<file path="src/rtl/fwd_pkg.sv">
// fwd_pkg: shared types and the saturating-increment helper for the forwarding/hazard unit
package fwd_pkg;
  typedef enum logic {FWD_RUN, FWD_HOLD} fwd_state_e;
  typedef enum logic [1:0] {SEL_RF, SEL_S5, SEL_S4} fwd_sel_e;
  function automatic logic [63:0] sat_inc(input logic [63:0] cnt, input int unsigned w);
    return (cnt == ({64{1'b1}} >> (64 - w))) ? cnt : cnt + 64'd1;
  endfunction
endpackage

</file>
<file path="src/rtl/fwd_hazard_unit_if.sv">
// fwd_hazard_unit_if: pipeline-side signals of the S3 forwarding/hazard unit
interface fwd_hazard_unit_if #(
  parameter int BITS = 32,
  parameter int REG_WORDS = 32,
  parameter int NUM_SRC = 2,
  parameter int CNT_W = 16
);
  localparam int AW = $clog2(REG_WORDS);
  logic                    valid_s3;
  logic [NUM_SRC-1:0]      src_used_s3;
  logic [NUM_SRC*AW-1:0]   src_addr_s3;
  logic [NUM_SRC*BITS-1:0] src_data_s3;
  logic                    valid_s4;
  logic                    rw_s4;
  logic                    is_load_s4;
  logic [AW-1:0]           waddr_s4;
  logic [BITS-1:0]         alu_out_s4;
  logic                    valid_s5;
  logic                    rw_s5;
  logic [AW-1:0]           waddr_s5;
  logic [BITS-1:0]         wdata_s5;
  logic                    hold_ext;
  logic                    cnt_clr;
  logic [NUM_SRC*BITS-1:0] src_data_fwd;
  logic                    stall_s3;
  logic                    bubble_s4;
  logic [CNT_W-1:0]        load_use_cnt;
  logic [CNT_W-1:0]        fwd_cnt;
  modport master (
    output valid_s3, src_used_s3, src_addr_s3, src_data_s3, valid_s4, rw_s4, is_load_s4,
           waddr_s4, alu_out_s4, valid_s5, rw_s5, waddr_s5, wdata_s5, hold_ext, cnt_clr,
    input  src_data_fwd, stall_s3, bubble_s4, load_use_cnt, fwd_cnt
  );
  modport slave (
    input  valid_s3, src_used_s3, src_addr_s3, src_data_s3, valid_s4, rw_s4, is_load_s4,
           waddr_s4, alu_out_s4, valid_s5, rw_s5, waddr_s5, wdata_s5, hold_ext, cnt_clr,
    output src_data_fwd, stall_s3, bubble_s4, load_use_cnt, fwd_cnt
  );
endinterface

</file>
<file path="src/rtl/fwd_src_mux.sv">
// fwd_src_mux: per-source S4/S5 comparators, priority mux and freeze capture register
module fwd_src_mux import fwd_pkg::*; #(
  parameter int BITS = 32,
  parameter int AW = 5
) (
  input  logic            clk,
  input  logic            rst,
  input  logic            used,
  input  logic [AW-1:0]   addr,
  input  logic [BITS-1:0] rf_data,
  input  logic            valid_s4,
  input  logic            rw_s4,
  input  logic            is_load_s4,
  input  logic [AW-1:0]   waddr_s4,
  input  logic [BITS-1:0] alu_out_s4,
  input  logic            valid_s5,
  input  logic            rw_s5,
  input  logic [AW-1:0]   waddr_s5,
  input  logic [BITS-1:0] wdata_s5,
  input  logic            capture,
  input  logic            keep,
  input  logic            in_hold,
  output logic            hit4,
  output logic            fwd,
  output logic [BITS-1:0] value
);
  fwd_sel_e        sel;
  logic            hit5, cap_vld, cap_fwd;
  logic [BITS-1:0] live, cap_data;
  always_comb begin
    hit4 = valid_s4 & rw_s4 & (waddr_s4 != '0) & used & (addr == waddr_s4);
    hit5 = valid_s5 & rw_s5 & (waddr_s5 != '0) & used & (addr == waddr_s5);
    sel = hit4 ? SEL_S4 : hit5 ? SEL_S5 : SEL_RF;
    live = (sel == SEL_S4) ? alu_out_s4 : (sel == SEL_S5) ? wdata_s5 : rf_data;
    value = (in_hold & cap_vld) ? cap_data : live;
    fwd = (in_hold & cap_vld) ? cap_fwd : (sel != SEL_RF);
  end
  // a load-use source has no valid data yet, so it stays live through the freeze
  always_ff @(posedge clk) begin
    if (rst) begin
      cap_vld <= 1'b0;
      cap_fwd <= 1'b0;
      cap_data <= '0;
    end else if (capture) begin
      cap_vld <= ~(hit4 & is_load_s4);
      cap_fwd <= sel != SEL_RF;
      cap_data <= live;
    end else if (!keep) begin
      cap_vld <= 1'b0;
    end
  end
endmodule

</file>
<file path="src/rtl/fwd_hazard_unit.sv">
// fwd_hazard_unit: S3 operand forwarding, load-use stall/bubble, freeze capture and perf counters
module fwd_hazard_unit import fwd_pkg::*; #(
  parameter int BITS = 32,
  parameter int REG_WORDS = 32,
  parameter int ADDR_LEFT = $clog2(REG_WORDS) - 1,
  parameter int NUM_SRC = 2,
  parameter int CNT_W = 16
) (
  input logic clk,
  input logic rst,
  fwd_hazard_unit_if.slave bus
);
  localparam int AW = ADDR_LEFT + 1;
  fwd_state_e              state, state_nx;
  logic [NUM_SRC-1:0]      hit4, fwd;
  logic [NUM_SRC*BITS-1:0] fwd_data;
  logic                    load_use, capture, in_hold;
  for (genvar g = 0; g < NUM_SRC; g++) begin : g_src
    fwd_src_mux #(.BITS(BITS), .AW(AW)) u_mux (
      .clk(clk), .rst(rst),
      .used(bus.src_used_s3[g]),
      .addr(bus.src_addr_s3[g*AW +: AW]),
      .rf_data(bus.src_data_s3[g*BITS +: BITS]),
      .valid_s4(bus.valid_s4), .rw_s4(bus.rw_s4), .is_load_s4(bus.is_load_s4),
      .waddr_s4(bus.waddr_s4), .alu_out_s4(bus.alu_out_s4),
      .valid_s5(bus.valid_s5), .rw_s5(bus.rw_s5),
      .waddr_s5(bus.waddr_s5), .wdata_s5(bus.wdata_s5),
      .capture(capture), .keep(bus.hold_ext), .in_hold(in_hold),
      .hit4(hit4[g]), .fwd(fwd[g]), .value(fwd_data[g*BITS +: BITS])
    );
  end
  assign bus.src_data_fwd = fwd_data;
  always_comb begin
    state_nx = bus.hold_ext ? FWD_HOLD : FWD_RUN;
    in_hold = state == FWD_HOLD;
    capture = (state == FWD_RUN) & bus.hold_ext;
    load_use = bus.valid_s3 & |(hit4 & {NUM_SRC{bus.is_load_s4}});
    bus.stall_s3 = load_use | bus.hold_ext;
    bus.bubble_s4 = load_use & ~bus.hold_ext;
  end
  always_ff @(posedge clk) begin
    if (rst) begin
      state <= FWD_RUN;
      bus.load_use_cnt <= '0;
      bus.fwd_cnt <= '0;
    end else begin
      state <= state_nx;
      if (bus.cnt_clr) begin
        bus.load_use_cnt <= '0;
        bus.fwd_cnt <= '0;
      end else begin
        if (bus.bubble_s4) bus.load_use_cnt <= CNT_W'(sat_inc(64'(bus.load_use_cnt), CNT_W));
        if (bus.valid_s3 & ~bus.stall_s3 & |fwd) bus.fwd_cnt <= CNT_W'(sat_inc(64'(bus.fwd_cnt), CNT_W));
      end
    end
  end
endmodule

</file>
<file path="src/flat_wrapper.sv">
// flat-port wrapper written by rule: the top's interface ports become plain ports
module fwd_hazard_unit_flat import fwd_pkg::*;
#(
  parameter int BITS = 32,
  parameter int REG_WORDS = 32,
  parameter int ADDR_LEFT = $clog2(REG_WORDS) - 1,
  parameter int NUM_SRC = 2,
  parameter int CNT_W = 16
)
  (clk, rst, bus_valid_s3, bus_src_used_s3, bus_src_addr_s3, bus_src_data_s3, bus_valid_s4, bus_rw_s4, bus_is_load_s4, bus_waddr_s4, bus_alu_out_s4, bus_valid_s5, bus_rw_s5, bus_waddr_s5, bus_wdata_s5, bus_hold_ext, bus_cnt_clr, bus_src_data_fwd, bus_stall_s3, bus_bubble_s4, bus_load_use_cnt, bus_fwd_cnt);
  fwd_hazard_unit_if #(.BITS(BITS), .REG_WORDS(REG_WORDS), .NUM_SRC(NUM_SRC), .CNT_W(CNT_W)) bus_i ();
  input logic clk;
  input logic rst;
  input wire logic [$bits(bus_i.valid_s3)-1:0] bus_valid_s3;
  input wire logic [$bits(bus_i.src_used_s3)-1:0] bus_src_used_s3;
  input wire logic [$bits(bus_i.src_addr_s3)-1:0] bus_src_addr_s3;
  input wire logic [$bits(bus_i.src_data_s3)-1:0] bus_src_data_s3;
  input wire logic [$bits(bus_i.valid_s4)-1:0] bus_valid_s4;
  input wire logic [$bits(bus_i.rw_s4)-1:0] bus_rw_s4;
  input wire logic [$bits(bus_i.is_load_s4)-1:0] bus_is_load_s4;
  input wire logic [$bits(bus_i.waddr_s4)-1:0] bus_waddr_s4;
  input wire logic [$bits(bus_i.alu_out_s4)-1:0] bus_alu_out_s4;
  input wire logic [$bits(bus_i.valid_s5)-1:0] bus_valid_s5;
  input wire logic [$bits(bus_i.rw_s5)-1:0] bus_rw_s5;
  input wire logic [$bits(bus_i.waddr_s5)-1:0] bus_waddr_s5;
  input wire logic [$bits(bus_i.wdata_s5)-1:0] bus_wdata_s5;
  input wire logic [$bits(bus_i.hold_ext)-1:0] bus_hold_ext;
  input wire logic [$bits(bus_i.cnt_clr)-1:0] bus_cnt_clr;
  output wire logic [$bits(bus_i.src_data_fwd)-1:0] bus_src_data_fwd;
  output wire logic [$bits(bus_i.stall_s3)-1:0] bus_stall_s3;
  output wire logic [$bits(bus_i.bubble_s4)-1:0] bus_bubble_s4;
  output wire logic [$bits(bus_i.load_use_cnt)-1:0] bus_load_use_cnt;
  output wire logic [$bits(bus_i.fwd_cnt)-1:0] bus_fwd_cnt;
  assign bus_i.valid_s3 = bus_valid_s3;
  assign bus_i.src_used_s3 = bus_src_used_s3;
  assign bus_i.src_addr_s3 = bus_src_addr_s3;
  assign bus_i.src_data_s3 = bus_src_data_s3;
  assign bus_i.valid_s4 = bus_valid_s4;
  assign bus_i.rw_s4 = bus_rw_s4;
  assign bus_i.is_load_s4 = bus_is_load_s4;
  assign bus_i.waddr_s4 = bus_waddr_s4;
  assign bus_i.alu_out_s4 = bus_alu_out_s4;
  assign bus_i.valid_s5 = bus_valid_s5;
  assign bus_i.rw_s5 = bus_rw_s5;
  assign bus_i.waddr_s5 = bus_waddr_s5;
  assign bus_i.wdata_s5 = bus_wdata_s5;
  assign bus_i.hold_ext = bus_hold_ext;
  assign bus_i.cnt_clr = bus_cnt_clr;
  assign bus_src_data_fwd = bus_i.src_data_fwd;
  assign bus_stall_s3 = bus_i.stall_s3;
  assign bus_bubble_s4 = bus_i.bubble_s4;
  assign bus_load_use_cnt = bus_i.load_use_cnt;
  assign bus_fwd_cnt = bus_i.fwd_cnt;
  fwd_hazard_unit #(.BITS(BITS), .REG_WORDS(REG_WORDS), .ADDR_LEFT(ADDR_LEFT), .NUM_SRC(NUM_SRC), .CNT_W(CNT_W)) u_core (.clk(clk), .rst(rst), .bus(bus_i));
endmodule
</file>
<file path="config.mk">
export PLATFORM = sky130hd
export DESIGN_NAME = fwd_hazard_unit_flat
export DESIGN_NICKNAME = d
export VERILOG_FILES = /design/src/rtl/fwd_pkg.sv /design/src/rtl/fwd_hazard_unit_if.sv /design/src/rtl/fwd_src_mux.sv /design/src/rtl/fwd_hazard_unit.sv /design/src/flat_wrapper.sv
export SDC_FILE = /design/constraint.sdc
export NUM_CORES = 1
export LEC_CHECK = 0
export CORE_UTILIZATION = 45
export DETAILED_ROUTE_END_ITERATION = 6
export GPL_ROUTABILITY_DRIVEN = 0
export GPL_TIMING_DRIVEN = 0
export PLACE_DENSITY = 0.82
export SLEW_MARGIN = 20
export SYNTH_ARGS = -nofsm -noshare
export SYNTH_HDL_FRONTEND = slang
export SYNTH_SLANG_ARGS = --single-unit
export TNS_END_PERCENT = 20
</file>
<file path="constraint.sdc">
create_clock -name clk -period 3.1 [get_ports clk]
set_input_delay 0.62 -clock clk [delete_from_list [all_inputs] [get_ports clk]]
set_output_delay 0.62 -clock clk [all_outputs]
set_load 0.05 [all_outputs]
</file>
==> impl_metrics.env <==
export IMPL_synth_main_ff_cell="dfxtp_1"
export IMPL_fin_skew_ns=0.00559
export IMPL_vias_per_cell=5.94
export IMPL_drive_gt1_share_pct=32.1
export IMPL_rsz0062_at_grt="yes"
export IMPL_yosysTopAreaCell="dfxtp_1"
export IMPL_violations="negative setup slack"
export IMPL_relSlewSlack_pct=52.9
export IMPL_worst_slack_ns=-0.165
export IMPL_syn2layout_area_growth_pct=78.7
export IMPL_syn_area_per_cell_sq_um=7.92
export IMPL_synthDominantCellAreaShare_pct=31.0
export IMPL_ios=258
export IMPL_crit_required_ns=2.48
export IMPL_synthXorXnorAreaFrac_pct=4.43
export IMPL_wl_per_cell_um=21.4
export IMPL_path_clk_slew_ns=0.07
export IMPL_seq_area_frac_synth_pct=31.0
export IMPL_power_density_mw_per_mm2=322
export IMPL_fin_cells=1341
export IMPL_nets=1318
export IMPL_numCtsBuffers=9
export IMPL_via_count=7972
export IMPL_synth_warnings=0
export IMPL_die_x_um=122
export IMPL_worstMarginPinSlew_ns=0.706
export IMPL_rows=43
export IMPL_cts_root_buffer="clkbuf_16"
export IMPL_core_area_sq_mm=0.0140
export IMPL_synthCells=824
export IMPL_cp_arrival_ns=2.65
export IMPL_synth_top_family_by_area="multiplexers"
export IMPL_port_buffers=256
export IMPL_hold_viol=0
export IMPL_start_kind="input pin"
export IMPL_grt_ovfl_total=0
export IMPL_maxSlewViolCount=0
export IMPL_initial_core_util_pct=46.5
export IMPL_synth_cell_type_count=51
export IMPL_post_route_period_util_pct=105
export IMPL_grt_pass1_wl_mm=39.7
export IMPL_cp_max_fo=10
export IMPL_h_tree_depth=3
export IMPL_grt_pass1_vias=7519
export IMPL_tritoncts="done"
export IMPL_cap_violations=0
export IMPL_place_ws_ns=-2.05
export IMPL_fmax_ghz=0.306
export IMPL_synth_area_top_cells="dfxtp_1 (31%), mux2_2 (11%), mux2i_1 (10%), nand2_1 (8.4%), o21a_1 (7.6%)"
export IMPL_path_class="in2out"
export IMPL_clockBufferDepth=2
export IMPL_synth_seq_cells=101
export IMPL_muxShareOfSynthArea_pct=21.2
export IMPL_async_reset_ff_share_pct=0
export IMPL_fillers=788
export IMPL_track_usage_pct=34.7
export IMPL_dr_pass1_iters=6
export IMPL_dieArea_sq_mm=0.0150
export IMPL_drc=0
export IMPL_syn_area_sq_mm=0.00653
export IMPL_yosysMostFrequentCell="nand2_1"
export IMPL_hold_class="reg2reg"
export IMPL_status="finished, violations left"
export IMPL_cts_sink_count=101
export IMPL_synth_compound_area_share_pct=17.9
export IMPL_fin_crit_ns=3.27
export IMPL_critPathCaptureType="output port"
export IMPL_die_y_um=122
export IMPL_yosys_area_share_simple_pct=21.1
export IMPL_syn_nets=986
export IMPL_place_hpwl_mm=17.5
export IMPL_grt_max_degree=16
export IMPL_peakVddDrop_mv=0.312
export IMPL_antenna_found_initial=0
export IMPL_setup_viol=64
export IMPL_synthTopCellsByCount="nand2_1 (146), dfxtp_1 (101), nor2_1 (91)"
export IMPL_holdWs_ns=0.505
export IMPL_p_leak_nw=4.25
export IMPL_synth_edf_count=0
export IMPL_drtAntennaViolNets=0
export IMPL_place_inst=1261
export IMPL_initialDrtViolationCount=521
export IMPL_postRouteWirelength_mm=28.7
export IMPL_clk_latency_ns=0.35
export IMPL_antennaDiodeCount=0
export IMPL_synthAdderAreaFrac_pct=0.383
==> routing by layer <==
metal  up-vias  GRT usage, %  wire, um
li1       3572             -         -
met1      3794          41.7     10600
met2       474          59.3     14200
met3       132          6.04      2340
met4         0          17.2      1560
met5         -             0         0
==> final timing paths <==
| path | startpoint | slack [ns] | end | depth (start not counted) |
|---|---|---|---|---|
| max | bus_src_addr_s3[5] | -0.17 | bus_src_data_fwd[39] | 10 |
| min | u_core.bus.fwd_cnt[15]$_SDFFE_PP0P_ | 0.50 | u_core.bus.fwd_cnt[15]$_SDFFE_PP0P_ | 2 |
| max reg2reg | u_core.bus.load_use_cnt[3]$_SDFFE_PP0P_ | 0.52 | u_core.bus.load_use_cnt[12]$_SDFFE_PP0P_ | 9 |
| min reg2reg | u_core.bus.fwd_cnt[15]$_SDFFE_PP0P_ | 0.50 | u_core.bus.fwd_cnt[15]$_SDFFE_PP0P_ | 2 |
==> placed cells by master, fill, tap and decap left out, types with 6 or more instances in the layout <==
cell type        Yosys  routed
a21oi_1             14      14
buf_12               0      11
buf_2                8       6
buf_4                1      51
buf_6                1      70
clkbuf_1            45      36
clkbuf_16            0      17
clkbuf_2             0      12
clkdlybuf4s50_1      0     164
dfxtp_1            101     101
dlygate4sd2_1        0       8
inv_1                8       8
mux2_2              64      33
mux2_4               0      31
mux2i_1             66       7
mux2i_2              0       9
mux2i_4              0      50
nand2_1            146     146
nand3_1             12      12
nand4_1             11      11
nor2_1              91      90
nor3_1              12       9
o21a_1              66      66
o21ai_0             72       9
o21ai_1              1      13
o21ai_2              1      41
o21ai_4              0      11
or3_1               13      12
xnor2_1             32      30
==> report_power, final <==
| part | internal [mW] | switching (mW) | leakage [nW] |
|---|---|---|---|
| combinational | 0.559 | 0.635 | 3.27 |
| clock | 0.672 | 0.515 | 0.150 |
| sequential | 1.35 | 0.0307 | 0.825 |
==> cells by family (layout without fill, tap and decap cells) <==
logic type	count (synthesis)	in the layout
flops	101	101
mux	130	130
buf+inv	65	402
xor+xnor	33	33
compound gates	177	177
fa+ha+maj	2	2
simple gates	316	316
==> critical path, stage by stage <==
cell and delay (ns):
clkdlybuf4s15_1 0.22, xnor2_1 0.21, nand4_1 0.18, nor3_4 0.20, buf_12 0.17, buf_12 0.15
mux2_2 0.36, mux2i_4 0.26, o21ai_4 0.09, buf_6 0.16
==> what timing repair did <==
item	in CTS	in global routing
pin swaps	15	17
hold buffers	0	0
gates cloned	5	3
setup buffers	42	16
setup endpoints to repair	125	67
resized for setup	686	114
==> area by class of cell <==
| class | instances | area (sq um) | share of cell area [%] |
|---|---|---|---|
| plain buffers | 57 | 485 | 4.16 |
| clock buffers | 13 | 260 | 2.23 |
| clock inverters | 3 | 43.8 | 0.375 |
| inverters | 8 | 30.0 | 0.257 |
| multi-input cells | 658 | 5370 | 46.0 |
| flip-flops and latches | 101 | 2020 | 17.3 |
| well taps | 180 | 225 | 1.93 |
| repair buffers | 321 | 3230 | 27.7 |
==> per-stage QoR <==
stage	total power, mW	setup TNS (ns)	utilization [%]	area, sq um
6_report	3.76	-6.10	83.1	11700
5_1_grt	3.86	-8.93	83.1	11700
4_1_cts	3.63	-5.65	79.2	11100
3_5_place_dp	2.35	-154.26	67.3	9460
3_3_place_gp	2.34	-187.79	67.2	9440
2_1_floorplan	1.92	-13.15	-	6650
==> flip-flops by register name (all words and copies together) (netlist names) <==
register,count
u_core.g_src.u_mux.cap_vld,2
u_core.g_src.u_mux.cap_fwd,2
u_core.bus.load_use_cnt,16
u_core.g_src.u_mux.cap_data,64
u_core.in_hold,1
u_core.bus.fwd_cnt,16
(Power assumes the default switching activity.)
